===== src/rtl/ahb_rr_burst_arbiter.sv =====
// Burst-aware round-robin output-stage arbiter for one shared AHB slave port.
// Define ARB_FIXED_PRIORITY_EN to use fixed priority instead (lowest index wins).
module ahb_rr_burst_arbiter #(
    parameter int NUM_PORTS = 4,
    parameter int PORT_W    = 2
) (
    input  logic                 HCLK,
    input  logic                 HRESET,
    input  logic [NUM_PORTS-1:0] req_port,
    input  logic                 HREADYM,
    input  logic                 HSELM,
    input  logic [1:0]           HTRANSM,
    input  logic [2:0]           HBURSTM,
    input  logic                 HMASTLOCKM,
    output logic [PORT_W-1:0]    addr_in_port,
    output logic                 no_port,
    output logic                 burst_active
);

    localparam logic [1:0] HT_IDLE   = 2'b00;
    localparam logic [1:0] HT_BUSY   = 2'b01;
    localparam logic [1:0] HT_NONSEQ = 2'b10;
    localparam logic [1:0] HT_SEQ    = 2'b11;
    localparam logic [2:0] BURST_INCR = 3'b001;

    logic [3:0]        beat_cnt_q, beat_cnt_d;
    logic [PORT_W-1:0] addr_q, addr_d;
    logic              no_port_q, no_port_d;
    logic              burst_active_q;
    logic              accepted;
    logic              hold;
    logic              win_found;
    logic [PORT_W-1:0] win_idx;

    function automatic logic [3:0] remaining_beats(input logic [2:0] burst);
        case (burst[2:1])
            2'b01:   remaining_beats = 4'd3;
            2'b10:   remaining_beats = 4'd7;
            2'b11:   remaining_beats = 4'd15;
            default: remaining_beats = 4'd0;
        endcase
    endfunction

`ifdef ARB_FIXED_PRIORITY_EN
    always_comb begin
        win_found = 1'b0;
        win_idx   = '0;
        for (int i = NUM_PORTS - 1; i >= 0; i--) begin
            if (req_port[i]) begin
                win_found = 1'b1;
                win_idx   = PORT_W'(i);
            end
        end
    end
`else
    localparam logic [PORT_W+1:0] NP = (PORT_W+2)'(NUM_PORTS);

    logic [PORT_W-1:0] rr_last_q, rr_last_d;
    logic [PORT_W-1:0] cand_idx [NUM_PORTS];

    // cand_idx[k] is the port visited at offset k+1 after rr_last, wrapped explicitly.
    generate
        for (genvar gi = 0; gi < NUM_PORTS; gi++) begin : g_cand
            logic [PORT_W+1:0] sum;
            assign sum          = {2'b00, rr_last_q} + (PORT_W+2)'(gi + 1);
            assign cand_idx[gi] = (sum >= NP) ? PORT_W'(sum - NP) : PORT_W'(sum);
        end
    endgenerate

    always_comb begin
        win_found = 1'b0;
        win_idx   = '0;
        for (int k = NUM_PORTS - 1; k >= 0; k--) begin
            if (req_port[cand_idx[k]]) begin
                win_found = 1'b1;
                win_idx   = cand_idx[k];
            end
        end
    end
`endif

    always_comb begin
        accepted   = HSELM && HTRANSM[1];
        beat_cnt_d = beat_cnt_q;
        if (HTRANSM == HT_IDLE) begin
            beat_cnt_d = 4'd0;
        end else if (HTRANSM == HT_NONSEQ) begin
            beat_cnt_d = accepted ? remaining_beats(HBURSTM) : 4'd0;
        end else if (HTRANSM == HT_SEQ && accepted && beat_cnt_q != 4'd0) begin
            beat_cnt_d = beat_cnt_q - 4'd1;
        end

        hold = HMASTLOCKM || (beat_cnt_d != 4'd0) ||
               (HBURSTM == BURST_INCR && HSELM && (HTRANSM == HT_BUSY || HTRANSM == HT_SEQ));

        addr_d    = addr_q;
        no_port_d = no_port_q;
`ifndef ARB_FIXED_PRIORITY_EN
        rr_last_d = rr_last_q;
`endif
        if (hold) begin
            no_port_d = 1'b0;
        end else if (win_found) begin
            addr_d    = win_idx;
            no_port_d = 1'b0;
`ifndef ARB_FIXED_PRIORITY_EN
            rr_last_d = win_idx;
`endif
        end else begin
            no_port_d = !HSELM;
        end
    end

    always_ff @(posedge HCLK) begin
        if (HRESET) begin
            beat_cnt_q     <= 4'd0;
            addr_q         <= '0;
            no_port_q      <= 1'b1;
            burst_active_q <= 1'b0;
`ifndef ARB_FIXED_PRIORITY_EN
            rr_last_q      <= PORT_W'(NUM_PORTS - 1);
`endif
        end else if (HREADYM) begin
            beat_cnt_q     <= beat_cnt_d;
            addr_q         <= addr_d;
            no_port_q      <= no_port_d;
            burst_active_q <= (beat_cnt_d != 4'd0);
`ifndef ARB_FIXED_PRIORITY_EN
            rr_last_q      <= rr_last_d;
`endif
        end
    end

    assign addr_in_port = addr_q;
    assign no_port      = no_port_q;
    assign burst_active = burst_active_q;

endmodule


===== config.mk =====
export PLATFORM = sky130hd
export DESIGN_NAME = ahb_rr_burst_arbiter
export DESIGN_NICKNAME = d
export VERILOG_FILES = /design/src/rtl/ahb_rr_burst_arbiter.sv
export SDC_FILE = /design/constraint.sdc
export NUM_CORES = 1
export LEC_CHECK = 0
export BUFFER_PORTS_ARGS = -buffer_cell sky130_fd_sc_hd__buf_2
export CAP_MARGIN = 20
export CORE_MARGIN = 5
export CORE_UTILIZATION = 44
export CTS_CLUSTER_SIZE = 25
export DETAILED_ROUTE_END_ITERATION = 10
export GPL_TIMING_DRIVEN = 0
export HOLD_SLACK_MARGIN = 0.03
export MAX_ROUTING_LAYER = met4
export PLACE_DENSITY = 0.72
export SLEW_MARGIN = 20
export SYNTH_ARGS = -nofsm -noshare
export SYNTH_HDL_FRONTEND = slang
export SYNTH_SLANG_ARGS = --single-unit
export TNS_END_PERCENT = 30

===== constraint.sdc =====
create_clock -name HCLK -period 2.1 [get_ports HCLK]
set_input_delay 0.105 -clock HCLK [delete_from_list [all_inputs] [get_ports HCLK]]
set_output_delay 0.105 -clock HCLK [all_outputs]
set_load 0.05 [all_outputs]

# Word level (Yosys, flattened, before mapping)
# Index checks and enable logic that the tools add are counted.
[word_totals] regBits=10 wordCells=70
[op_classes] add_sub_neg=9 magnitude_cmp=8 eq_ne=7 mux=27 bitwise_logic=1 reduce_logical=13
[ops] cell="$mux 2" count=8
[ops] cell="$mux 4" count=4
[ops] cell="$lt 2x3->1 const B" count=4
[ops] cell="$pmux 4 s3" count=1
[ops] cell="$mux 1" count=10
[ops] cell="$ge 3x3->1 const B" count=3
[ops] cell="$bmux 1 s2" count=4
[ops] cell="$eq 2x2->1 const B" count=4
[ops] cell="$reduce_bool 4->1" count=2
[ops] cell="$sub 2x1->2 const B" count=4
[ops] cell="$add 2x2->3 const B" count=2
[ops] cell="$logic_and 1x1->1" count=5
[ops] cell="$add 2x3->4 const B" count=1
[ops] cell="$eq 2x1->1 const B" count=2
[ops] cell="$ge 4x3->1 const B" count=1
[ops] cell="$sub 4x1->4 const B" count=1
[ops] cell="$add 2x1->3 const B" count=1
[ops] cell="$eq 3x1->1 const B" count=1
[ops] cell="$logic_or 1x1->1" count=3
[ops] cell="$reduce_and 3->1" count=1
[ops] cell="$logic_not 2->1" count=1
[ops] cell="$logic_not 1->1" count=1
[ops] cell="$not 1->1" count=1

# Longest topological paths before layout
[depth] ltp_word=11 depth_mapped=7 ltp_nobuf=7

# Worst setup path after synthesis
# Ideal clock, no wire load.
[synth_timing] kind="reg2reg" startpoint="reg beat_cnt_q[0]" endpoint="reg addr_q[1] (netlist: addr_in_port[1])" arrival_time_ns=1.941 t_required_ns=1.977 setup_slack_ns=0.036 path_stages_with_launch=6 path_buffers=0 path_cell_list="dfxtp_1 or4b_1 or4_1 a41o_1 nand4_2 mux2_1"
[synth_between] elab_chain_cells=10 elab_cells_between_ends=11 classes_between="1 x add/sub; 3 x mux; 1 x bitwise; 6 x reduce/logical"
[synth_rtl] element="start, declared" line="26" rtl="logic [3:0] beat_cnt_q, beat_cnt_d;"
[synth_rtl] element="start signal, assigned" line="124" rtl="beat_cnt_q <= beat_cnt_d;"
[synth_rtl] element="branches (longest 2 deep; another with $sub 4x1->4)"
[synth_rtl] element="$mux 4 (*)" line="89" rtl="end else if (HTRANSM == HT_SEQ && accepted && beat_cnt_q != 4'd0) begin"
[synth_rtl] element="$mux 4 (*)" line="87" rtl="end else if (HTRANSM == HT_NONSEQ) begin"
[synth_rtl] element="$mux 4 (*)" line="85" rtl="if (HTRANSM == HT_IDLE) begin"
[synth_rtl] element="$reduce_bool 4->1 (*)" line="93" rtl="hold = HMASTLOCKM || (beat_cnt_d != 4'd0) ||"
[synth_rtl] element="$logic_or 1x1->1 (*) (2 in a row)" line="93"
[synth_rtl] element="$not 1->1 (no line) (*)"
[synth_rtl] element="$reduce_and 3->1 (no line) (*)"
[synth_rtl] element="end signal, assigned" line="125" rtl="addr_q <= addr_d;"
[synth_rtl] element="end, declared" line="27" rtl="logic [PORT_W-1:0] addr_q, addr_d;"
# Mark *: on every way between the ends.
# A chain may end at the register's enable or synchronous reset.

# Worst setup path after layout
[layout_timing] startpoint="reg beat_cnt_q[0]" endpoint="reg no_port_q (netlist: no_port)"
[layout_between] elab_chain_cells=9 elab_cells_between_ends=10 classes_between="1 x add/sub; 4 x mux; 5 x reduce/logical"
[layout_rtl] element="branches (longest 2 deep; another with $sub 4x1->4)"
[layout_rtl] element="$mux 4 (*)" line="89"
[layout_rtl] element="$mux 4 (*)" line="87"
[layout_rtl] element="$mux 4 (*)" line="85"
[layout_rtl] element="$reduce_bool 4->1 (*)" line="93"
[layout_rtl] element="$logic_or 1x1->1 (*) (2 in a row)" line="93"
[layout_rtl] element="$mux 1 (*)" line="101" rtl="if (hold) begin"
[layout_rtl] element="end signal, assigned" line="126" rtl="no_port_q <= no_port_d;"
[layout_rtl] element="end, declared" line="28" rtl="logic no_port_q, no_port_d;"
# Marks and branches as above.

==> metrics.yaml <==
synth:
  yosys_warnings: 0
  async_flop_share: 0
  synth_edf_count: 0
  syn_avg_cell_area_sq_um: 8.041
  yosys.area.top_type_share: 0.3036
  yosysMostFrequentCell: "dfxtp_1"
  syn_area_sq_um: 659.4
  ys_ff_latch: 10
  ys_dominant_reg_cell: "dfxtp_1"
  ys_seq_area_frac: 0.3036
  synthDistinctLibCells: 34
  syn-num-nets: 97
  synth_area_leaders: "dfxtp_1 30%, nand2_1 5.1%, nor2_1 5.1%"
  ys_top_cells_by_count: "10 x dfxtp_1, 9 x nand2_1, 9 x nor2_1"
  netlist_instances: 82
  synth_area_leader_cell: "dfxtp_1"
setup_path:
  path_buf_inv: 0
  crit_chain: "or4b_4 -> or4_1 -> a41o_1 -> and2_4 -> a221o_1"
  crit_path_max_fanout: 4
  crit_type: "register to register"
  critPathTopFamily: "simple AND/OR/NAND/NOR gates"
  cp-start-kind: "register"
  worst_setup_path_end_kind: "register"
  crit_arrival_ns: 2.25
  cp_data_required_time_ns: 2.25
  worst_path_max_delay_cell: "or4b_4"
  critPathMaxStageDelay_ns: 0.53
flow_run:
  max-cap-violations: 0
timing:
  slew_viol_final: 0
  maxSlewHeadroom: 0.6923
  rsz0062_at_grt: "yes"
  worst_slack_ns: 0.0004676
  clock_skew_ns: 0.003296
  finalHoldViolCount: 0
  worst_pin_slew_ns: 0.4587
  post-route-min-period_ns: 2.100
  timing.fmax_mhz: 476.3
  fin_crit_sh: 0.9998
  setup_violations: 0
final_layout:
  fillerInstances: 146
  final_area_sq_um: 848.3
  drive_above_1_share: 0.3113
  syn2layout_area_growth_pct: 28.65
  diodes: 0
  final_nets: 122
detailed_routing:
  wirelength_um: 1498
  vias: 699
  detail-route-antenna-nets: 0
  drtPass1Iterations: 4
  wl_per_cell_um: 12.28
  viasPerCell: 5.730
  drt-initial-drc-count: 22
  drc: 0
clock_tree:
  insertion_delay_ns: 0.27
  clock_tree.buffer_depth: 2
  numCtsBuffers: 3
  cts-root-buf: "clkbuf_4"
  cts_hold_buf: 0
  clk_pin_slew_worst_paths_ns: 0.07
  numClockSinks: 10
  tritoncts: "done"
  htree_levels: 1
die:
  io_pins: 18
  start_util: 0.4481
  core-area_sq_mm: 0.001471
  dieHeight_um: 48.71
  chipWidth_um: 48.71
  dieArea_sq_mm: 0.002373
  rows: 14
grt:
  grt_pass1_wl_um: 2553
  grt_pass1_vias: 637
  overflow: 0
  grt_antenna_before_repair: 0
  grt_max_degree: 11
  globalRouteTotalUtil: 0.1331
pwr:
  power.leakage_uw: 0.0003954
  power_uw: 537.1
  irDropWorstVdd_mv: 0.4037
  power_density_mw_per_mm2: 633.1
place:
  post-place-ws_ns: -0.1064
  placed_cell_area_sq_um: 764.5
  place.gp.congestion: 0.8565
  dp_hpwl_um: 1155
  io_buffers: 17
hold_path:
  min_path_type: "input port to register"
status:
  status: "finished clean"
-- power by group --
group          total (uW)  internal, uW  switching (uW)
combinational         149          66.1            83.0
sequential            213           203            10.2
clock                 175           105            69.6
-- timing repair --
item	4_1_cts	5_1_grt
pin swaps	2	0
setup endpoints to repair	2	4
setup buffers	3	0
resized for setup	3	3
gates cloned	0	0
endpoints found under the hold margin	0	0
-- worst reg2reg max path, stage by stage (launching register included) --
cell     delay (ns)
dfxtp_2        0.33
or4b_4         0.53
or4_1          0.42
a41o_1         0.26
and2_4         0.17
a221o_1        0.29
-- state kept, by name (all words and copies together) (netlist names) --
name / count
addr_in_port: 2
rr_last_q: 2
burst_active: 1
no_port: 1
beat_cnt_q: 4
-- logic make-up (layout without fill, tap and decap cells) --
logic type / count (synthesis) / in the layout / synth area share
fa+ha+maj: 1 / 1 / 0.01897
simple gates: 39 / 39 / 0.3264
flops: 10 / 10 / 0.3036
compound gates: 21 / 21 / 0.2372
buf+inv: 6 / 30 / 0.03415
mux: 5 / 5 / 0.07970
-- metal layers --
layer  wire [um]  global-route usage  share of wire  vias up
li1            -                   -              -      361
met1         714              0.1614           0.48      319
met2         691              0.2152           0.46       15
met3          71             0.02454          0.047        4
met4          21             0.05381          0.014        0
met5           0                   -              0        -
-- final timing paths --
| path | slack, ns | end | startpoint | cells after the start |
|---|---|---|---|---|
| hold reg to reg | 0.46 | addr_in_port[0] | addr_in_port[0] | 2 |
| setup / recovery | 0.0005 | no_port | beat_cnt_q[0] | 5 |
| hold / removal | 0.11 | beat_cnt_q[2] | HREADYM | 2 |
| setup reg to reg | 0.0005 | no_port | beat_cnt_q[0] | 5 |
-- cells in the final DEF (no fill, tap or decap), types with 3 or more instances in the layout --
master and n:
buf_2 17, nand2_1 9, nor2_1 9, dfxtp_1 9, inv_1 5, a211oi_1 4, a21oi_1 4, nor3b_1 3
nor2b_1 3, mux2i_1 3, clkbuf_4 3
-- metrics by stage --
step	cells	setup TNS, ns	hold slack, ns	utilization
global placement	115	-0.1174	0.3873	0.5196
finish	122	0	0.1118	0.5765
detailed placement	115	-0.1269	0.3912	0.5196
CTS	122	-0.003302	0.1075	0.5689
global route	122	-0.04483	0.1236	0.5765
floorplan	82	0	0.2006	-
-- cell type report --
| class | instances | area (sq um) | area share |
|---|---|---|---|
| buffer | 1 | 3.754 | 0.004425 |
| clock buffer | 4 | 36.28 | 0.04277 |
| timing repair buffer | 20 | 111.4 | 0.1313 |
| tap | 16 | 20.02 | 0.02360 |
| inverter | 5 | 18.77 | 0.02212 |
| sequential | 10 | 201.4 | 0.2375 |
| multi-input combinational | 66 | 456.7 | 0.5383 |
Power figures use the tool's default switching activity.
